`src/rtl/event_pkg.sv`:
```
`default_nettype none
// ============================================================================
// Module      : event_pkg
// Description : Shared definitions for the event output path. Holds the event
//               field/word widths, the bit positions of each field inside a
//               packed event word, and the packing helper ev_pack().
//               Packed layout, MSB first: {x[1:0], y[1:0], t[1:0], p[1:0]}.
// Ports       : none (package)
// Revision    : 1.0 - initial release
// ============================================================================
package event_pkg;

  localparam int EV_FIELD_W = 2;
  localparam int EV_WORD_W  = 4 * EV_FIELD_W;

  // Field positions inside a packed event word; x sits in the MSBs.
  localparam int X_MSB = 7;
  localparam int X_LSB = 6;
  localparam int Y_MSB = 5;
  localparam int Y_LSB = 4;
  localparam int T_MSB = 3;
  localparam int T_LSB = 2;
  localparam int P_MSB = 1;
  localparam int P_LSB = 0;

  typedef logic [EV_FIELD_W-1:0] ev_field_t;
  typedef logic [EV_WORD_W-1:0]  ev_word_t;

  function automatic ev_word_t ev_pack(
    input ev_field_t x,
    input ev_field_t y,
    input ev_field_t t,
    input ev_field_t p
  );
    return {x, y, t, p};
  endfunction

endpackage
`default_nettype wire

```
`src/rtl/sync_fifo.sv`:
```
`default_nettype none
// ============================================================================
// Module      : sync_fifo
// Description : First-word-fall-through synchronous FIFO. rdata always shows
//               the entry at the read pointer; the caller qualifies it with
//               level. Empty/full come from the occupancy counter, so the
//               pointers may simply wrap.
//               Contract: the caller never pushes while full without a pop,
//               and never pops while empty.
// Ports       : clk   - rising-edge clock
//               rst   - synchronous active-high reset (pointers, level)
//               push  - write wdata at the write pointer this cycle
//               pop   - retire the head entry this cycle
//               wdata - word to write
//               rdata - head entry (raw, not zeroed when empty)
//               level - number of occupied entries
//               full  - level == DEPTH
// Revision    : 1.0 - initial release
// ============================================================================
module sync_fifo #(
  parameter int DEPTH = 4,
  parameter int WIDTH = 8
) (
  input  logic                     clk,
  input  logic                     rst,
  input  logic                     push,
  input  logic                     pop,
  input  logic [WIDTH-1:0]         wdata,
  output logic [WIDTH-1:0]         rdata,
  output logic [$clog2(DEPTH):0]   level,
  output logic                     full
);

  localparam int AW = $clog2(DEPTH);
  localparam int LW = AW + 1;
  localparam logic [LW-1:0] C_DEPTH = LW'(DEPTH);

  // Storage is intentionally left out of reset; level gates its visibility.
  logic [WIDTH-1:0] mem_q [DEPTH];

  logic [AW-1:0] wr_ptr_q, wr_ptr_d;
  logic [AW-1:0] rd_ptr_q, rd_ptr_d;
  logic [LW-1:0] level_q,  level_d;

  always_comb begin
    wr_ptr_d = wr_ptr_q;
    rd_ptr_d = rd_ptr_q;
    level_d  = level_q;

    if (push) wr_ptr_d = wr_ptr_q + AW'(1);
    if (pop)  rd_ptr_d = rd_ptr_q + AW'(1);

    case ({push, pop})
      2'b10:   level_d = level_q + LW'(1);
      2'b01:   level_d = level_q - LW'(1);
      default: level_d = level_q;
    endcase
  end

  always_ff @(posedge clk) begin
    if (rst) begin
      wr_ptr_q <= '0;
      rd_ptr_q <= '0;
      level_q  <= '0;
    end else begin
      wr_ptr_q <= wr_ptr_d;
      rd_ptr_q <= rd_ptr_d;
      level_q  <= level_d;
    end
  end

  // A push while full is only legal together with a pop; the head is read
  // combinationally before this edge, so overwriting that slot is safe.
  always_ff @(posedge clk) begin
    if (push && !rst) mem_q[wr_ptr_q] <= wdata;
  end

  assign rdata = mem_q[rd_ptr_q];
  assign level = level_q;
  assign full  = (level_q == C_DEPTH);

endmodule
`default_nettype wire

```
`src/rtl/event_out_buffer.sv`:
```
`default_nettype none
// ============================================================================
// Module      : event_out_buffer
// Description : Output stage behind the event filter. Packs each incoming
//               event into a byte, queues it in a small FIFO and presents it
//               on a valid/ready byte interface. The filter is never stalled:
//               an event that finds the FIFO full (and no pop in the same
//               cycle) is discarded and counted in a saturating counter.
// Ports       : clk        - rising-edge clock
//               rst        - synchronous active-high reset
//               in_valid   - event present on in_x/in_y/in_t/in_p
//               in_x/y/t/p - 2-bit event fields
//               out_valid  - out_data holds a valid event
//               out_ready  - consumer takes out_data this cycle
//               out_data   - packed {x, y, t, p}, 8'h00 when empty
//               level      - FIFO occupancy
//               full       - level == DEPTH
//               drop_count - saturating count of discarded events
// Revision    : 1.0 - initial release
// ============================================================================
module event_out_buffer
  import event_pkg::*;
#(
  parameter int DEPTH  = 4,
  parameter int DROP_W = 8
) (
  input  logic                    clk,
  input  logic                    rst,
  input  logic                    in_valid,
  input  logic [EV_FIELD_W-1:0]   in_x,
  input  logic [EV_FIELD_W-1:0]   in_y,
  input  logic [EV_FIELD_W-1:0]   in_t,
  input  logic [EV_FIELD_W-1:0]   in_p,
  output logic                    out_valid,
  input  logic                    out_ready,
  output logic [EV_WORD_W-1:0]    out_data,
  output logic [$clog2(DEPTH):0]  level,
  output logic                    full
  ,
  output logic [DROP_W-1:0]       drop_count
);

  logic           push;
  logic           pop;
  logic           drop;
  ev_word_t       wdata;
  ev_word_t       fifo_rdata;

  logic [DROP_W-1:0] drop_count_q, drop_count_d;

  // out_valid depends only on the registered level, so pop never sees in_*.
  assign out_valid = (level != '0);
  assign pop       = out_valid && out_ready;
  // A full FIFO can still accept when the head leaves in the same cycle.
  assign push      = in_valid && (!full || pop);
  assign drop      = in_valid && !push;

  assign wdata     = ev_pack(in_x, in_y, in_t, in_p);

  sync_fifo #(
    .DEPTH (DEPTH),
    .WIDTH (EV_WORD_W)
  ) u_fifo (
    .clk   (clk),
    .rst   (rst),
    .push  (push),
    .pop   (pop),
    .wdata (wdata),
    .rdata (fifo_rdata),
    .level (level),
    .full  (full)
  );

  // Storage is not reset, so hide stale contents while empty.
  assign out_data = out_valid ? fifo_rdata : '0;

  always_comb begin
    drop_count_d = drop_count_q;
    if (drop && (drop_count_q != '1)) drop_count_d = drop_count_q + DROP_W'(1);
  end

  always_ff @(posedge clk) begin
    if (rst) drop_count_q <= '0;
    else     drop_count_q <= drop_count_d;
  end

  assign drop_count = drop_count_q;

endmodule
`default_nettype wire

```
`config.mk`:
```
export PLATFORM = sky130hd
export DESIGN_NAME = event_out_buffer
export DESIGN_NICKNAME = d
export VERILOG_FILES = /design/src/rtl/event_pkg.sv /design/src/rtl/sync_fifo.sv /design/src/rtl/event_out_buffer.sv
export SDC_FILE = /design/constraint.sdc
export NUM_CORES = 1
export LEC_CHECK = 0
export ABC_AREA = 1
export CAP_MARGIN = 0
export CORE_UTILIZATION = 35
export DETAILED_ROUTE_END_ITERATION = 10
export SYNTH_ARGS = -nofsm -noshare
export SYNTH_HDL_FRONTEND = slang
export SYNTH_HIERARCHICAL = 1
export SYNTH_SLANG_ARGS = --single-unit
export TNS_END_PERCENT = 30
```
`constraint.sdc`:
```
create_clock -name clk -period 2.25 [get_ports clk]
set_input_delay 0.45 -clock clk [delete_from_list [all_inputs] [get_ports clk]]
set_output_delay 0.45 -clock clk [all_outputs]
set_load 0.05 [all_outputs]
```
# Word-level counts from Yosys, hierarchy flattened
# Memory sizes are Yosys's and may differ from the RTL's. A register that Yosys moved wholly into a read port is not among the register bits.
# Cells that the tools add are included.
[classes] eq_ne=4 add_sub_neg=5 n_mux=6 reduce_logical=11
[ops] op="adder 8 x 1 -> 8 bit (second input constant)" n=1
[ops] op="two-way mux 8 bit" n=1
[ops] op="!= test 8 bit (second input constant)" n=1
[ops] op="case mux 3 bit (2 select lines)" n=1
[ops] op="logical AND 1 bit" n=5
[ops] op="adder 2 x 1 -> 2 bit (second input constant)" n=2
[ops] op="two-way mux 2 bit" n=2
[ops] op="adder 3 x 1 -> 3 bit (second input constant)" n=1
[ops] op="equality test 3 bit (second input constant)" n=1
[ops] op="logical NOT 1 bit" n=3
[ops] op="nonzero test 3 bit" n=1
[ops] op="subtractor 3 x 1 -> 3 bit (second input constant)" n=1
[ops] op="equality test 2 x 1 -> 1 bit (second input constant)" n=1
[ops] op="equality test 2 bit (second input constant)" n=1
[ops] op="two-way mux 1 bit" n=2
[ops] op="nonzero test 2 bit" n=1
[ops] op="logical OR 1 bit" n=1
[word_totals] ramBits=32 output_inout_bits=21 register_bits=15 in_bits=12 memories=1 wordCells=31
[mem_list] memory="u_fifo.mem_q" words=4 word_bits=8 read_ports=1 rd_ports_with_merged_regs=1 wr=1 line="sync_fifo.sv:39" rtl="logic [WIDTH-1:0] mem_q [DEPTH];"

# Logic depth before layout (Yosys ltp)
[depth] word_depth=7 ltp_mapped=12 mapped_depth_nobuf=12

# Cells and area by module
# Netlist, hierarchy kept.
[by_module_without_submodules] mod="sync_fifo" n_inst=1 cells_each=135 seq_area_each_um2=1141.1 area_each_um2=1636.6
[by_module_without_submodules] mod="event_out_buffer" n_inst=1 cells_each=96 seq_area_each_um2=160.2 area_each_um2=554.3

# Least setup slack after synthesis
# OpenSTA, ideal clock, no wires.
[synth_timing] kind="reg2reg" start="register u_fifo.level_q[2] (netlist: u_fifo/level[2])" end="register u_fifo.level_q[1] (netlist: u_fifo/level[1])" setup_slack_ns=-0.699 arrival_time_ns=2.833 setup_time_ns=0.116 synth_period_minus_slack_ns=2.949 stages_incl_launch_ff=9 path_buffers=0 required_ns=2.134 cell_sequence="dfxtp_1 > nand2_1 > nor2_1 > a21boi_0 > inv_1 > ha_1 > fa_1 > o21ai_0 > nor2_1"
[synth_via] elab_chain_len=6 word_cells_on_any_way=10 classes_between="eq/ne: 3; mux: 1; reduce/logical: 6"
[synth_rtl] element="start: declaration" line="sync_fifo.sv:43" rtl="logic [LW-1:0] level_q, level_d;"
[synth_rtl] element="start signal: assignment" line="sync_fifo.sv:68" rtl="level_q <= level_d;"
[synth_rtl] element="equality test 3 bit *" line="sync_fifo.sv:80" rtl="assign full = (level_q == C_DEPTH);"
[synth_rtl] element="named net full" line="event_out_buffer.sv:38" rtl="output logic full"
[synth_rtl] element="logical NOT 1 bit *" line="event_out_buffer.sv:55" rtl="assign push = in_valid && (!full || pop);"
[synth_rtl] element="logical OR 1 bit *" line="event_out_buffer.sv:55"
[synth_rtl] element="logical AND 1 bit *" line="event_out_buffer.sv:55"
[synth_rtl] element="named net push" line="event_out_buffer.sv:43" rtl="logic push;"
[synth_rtl] element="equality test 2 x 1 -> 1 bit / equality test 2 bit (equally long branches)" line="sync_fifo.sv:53" rtl="case ({push, pop})"
[synth_rtl] element="case mux 3 bit (2 select lines) *" line="sync_fifo.sv:53"
[synth_rtl] element="named net u_fifo.level_d[1]" line="sync_fifo.sv:43"
# The timed path passes the listed nets; every way through them passes the cells marked *.
# A chain may end at the register's enable or synchronous reset.

# Worst setup path after layout
[layout_timing] start="register u_fifo.level_q[1] (netlist: u_fifo/level[1])" end="output out_valid"
[layout_via] elab_chain_len=1
[layout_rtl] element="nonzero test 3 bit" line="event_out_buffer.sv:52" rtl="assign out_valid = (level != '0);"
[layout_rtl] element="end: declaration" line="event_out_buffer.sv:34" rtl="output logic out_valid,"
# Every way passes these cells.

==> results.md <==
* Area grow syn2layout at 30.8%
* I/O Pins at 33
* Ant diodes at 0
* Clock power frac at 18.8%
* Top cells by area, synth: edfxtp_1, dfxtp_1, nor2_1
* Tot GR Track Use at 14.7%
* Slowest stage cell, crit path: clkdlybuf4s50_1
* Layout cell share with drive strength beyond 1 at 16.1%
* Clock Latency Late Sink at 0.30 ns
* Worst endpoint required time at 1.80 ns
* Cell Int Power at 1.98 mW
* Comb pwr share at 46.9%
* Tcrit/Tclk final at 93.6%
* Maximum VDD drop at 0.000731 V
* Final ANT Viol Nets at 0
* Slew @ Worst Pin at 0.508 ns
* Slew HR at 66.0%
* Placed cell count at 346
* Routed Wire Length at 4170 microns
* Dominant cell type by area after synthesis: edfxtp_1
* Ys flop type: edfxtp_1
* H-tree lvl count at 2
* #FFs+latches synth at 49
* Sw Share at 39.5%
* Critical path depth in cells at 3
* DIE WIDTH at 81.1 microns
* # hold bufs at CTS at 0
* Async SR Flop Fraction at 0%
* RSZ-0062 raised after global routing: no
* GP Congestion at 0.749
* Port Buffers at 32
* Largest net degree at the start of global routing at 17
* WHS Path Cells at 1
* Most common cell in the netlist: nor2_1
* Non-filler instance count after layout at 354
* DRC violations left at 0
* Max-cap viol count at 0
* Max Root-Sink Buffers at 2
* Cts bufs inserted at 5
* CTS sink cnt at 49
* Syn. warnings at 6
* Crit path buf inv count at 1
* Dpl hpwl at 2890 microns
* Largest family of logic cells by synthesized area: simple AND/OR/NAND/NOR gates
* R2R depth at 12
* Status: complete, no violations
* Worst Skew at 0.00252 ns
* Core Region at 5990 sq um
* First-pass GRT wire length at 7040 microns
* Worst-path cell chain: nor2_1, nand2_4, clkdlybuf4s50_1
* CP Data Arrival Time at 1.66 ns
* Area of the mapped netlist at 2190 sq um
* CTS tree: yes
* Fmax at 475 MHz
* Simple-gate portion of the synthesized area at 20.2%
* Starting Density at 36.6%
* Period minus WS final at 2.11 ns
* DRT iter0 DRCs at 91
* Die height at 81.1 microns
* DR pass1 iterations at 4
* Number of synthesized flops with an enable pin at 32
* Num rows at 28
* Reg clk slew, reported paths at 0.09 ns
* # nets final at 297
* Min-delay worst type: reg2reg
* Number of global-route vias before repair at 1464
* Setup CP Type: reg2out
* Fin. max-slew vios at 0
* Avg Inst Size Synth at 9.48 sq um
* Post-Synth XOR/XNOR Area at 0.400%
* Critical Path Max Stage Delay at 0.80 ns
* Mux contribution to synthesized area at 0%
* Crit end category: output port
* Leakage at 1.12 nW
* Post-synth top cells: nor2_1, edfxtp_1, inv_1, nand2_1, o21ai_0
* Syn Inst Count at 231
* Root Driver: clkbuf_8
* Via/cell ratio at 4.50
* Compound-gate portion of the synthesized area at 8.91%
* Filler Cell Count at 566
* Final hold violation count at 0
* Delay-heaviest family, CP: buffers and inverters
* Syn nets at 250
* Post-synthesis adder-cell area fraction at 4.34%
* Reg power frac at 34.3%
* Initial antenna violation count at 0
* Wire length per cell at 11.8 microns
* Die area at 6580 sq um
* Endpoints failing setup at 0
* CP Max Fanout at 5
* Congestion Overflow GR at 0
* Net Switching at 1.30 mW
* Seq/Total Area, Yosys at 59.4%
* Synth top area share at 43.9%
* PwrDens at 1140 nW/um^2
* Crit path launch type: register
* Yosys cell types at 25
* Post-layout util at 47.8%
* Routed vias at 1593
## layout by cell type, fill, tap and decap left out, drive strengths merged
cell and instances:
nand2 34, clkinv 2, clkdlybuf4s50 23, o22ai 8
fa 1, bufinv 1, nand3 3, clkbuf 6
a21boi 1, ha 6, o21ai 22, nand4 2
dfxtp 17, nor2 64, inv 32, buf 19
nor3 1, a21oi 4, xnor2 1, edfxtp 32
## path summary, 6_finish.rpt
check,start,endpoint,slack [ns]
setup reg to reg,u_fifo/level[0]$_SDFFE_PP0P_,u_fifo/level[2]$_SDFFE_PP0P_,0.25
hold / removal,u_fifo/rd_ptr_q[1]$_SDFFE_PP0P_,u_fifo/rd_ptr_q[1]$_SDFFE_PP0P_,0.48
setup / recovery,u_fifo/level[1]$_SDFFE_PP0P_,out_valid,0.14
hold reg to reg,u_fifo/rd_ptr_q[1]$_SDFFE_PP0P_,u_fifo/rd_ptr_q[1]$_SDFFE_PP0P_,0.48
## power groups by stage
stage	sequential, mW	clock, mW	combinational, mW
2_1_floorplan	1.22	0	0.826
3_3_place_gp	1.14	0	1.54
3_5_place_dp	1.15	0	1.55
4_1_cts	1.13	0.640	1.55
5_1_grt	1.14	0.686	1.65
6_report	1.13	0.615	1.54
## flip-flops by register name, indices dropped and copies added, names as in the netlist, named ones only
signal           cells
u_fifo/level         3
u_fifo/rd_ptr_q      2
u_fifo/wr_ptr_q      2
u_fifo/mem_q        32
drop_count           8
## kinds of logic (layout without fill, tap and decap cells)
kind of cell,count (synthesis),in the layout
AOI/OAI and AO/OA,35,35
DFF,49,49
xor gates and xnor gates,1,1
adders and majority gates,7,7
buffers and inverters,35,83
and+or+nand+nor,104,104
## area by class of cell
cell class	count	area, sq um	share of cell area (%)
Clock buffer	6	72.6	2.53
Tap cell	75	93.8	3.28
Inverter	33	125	4.37
Clock inverter	2	35.0	1.22
Timing Repair Buffer	42	473	16.5
Multi-Input combinational cell	147	754	26.3
Sequential cell	49	1310	45.8
## routing by layer
metal	global-route usage [%]	wire, microns	part of all wire [%]
met5	0	0	0
met4	5.89	68	1.6
met3	3.93	231	5.5
met2	23.5	1950	47
met1	18.7	1920	46
## stage by stage
stage	area, sq um	setup slack (ns)	power (mW)	setup TNS (ns)	hold WS (ns)
after detailed placement	2760	-0.150	2.70	-0.211	0.477
after floorplan	2210	0.0164	2.05	0	0.412
after global placement	2760	-0.0905	2.68	-0.105	0.443
final	2870	0.144	3.28	0	0.484
after CTS	2860	0.0769	3.32	0	0.500
after global routing	2870	0.0186	3.48	0	0.522
## timing repair
item | 4_1_cts | 5_1_grt
buffers inserted | 0 | 0
resized for setup | 0 | 2
setup endpoints to repair | 0 | 4
No activity file was read; power rests on OpenSTA's default activity.
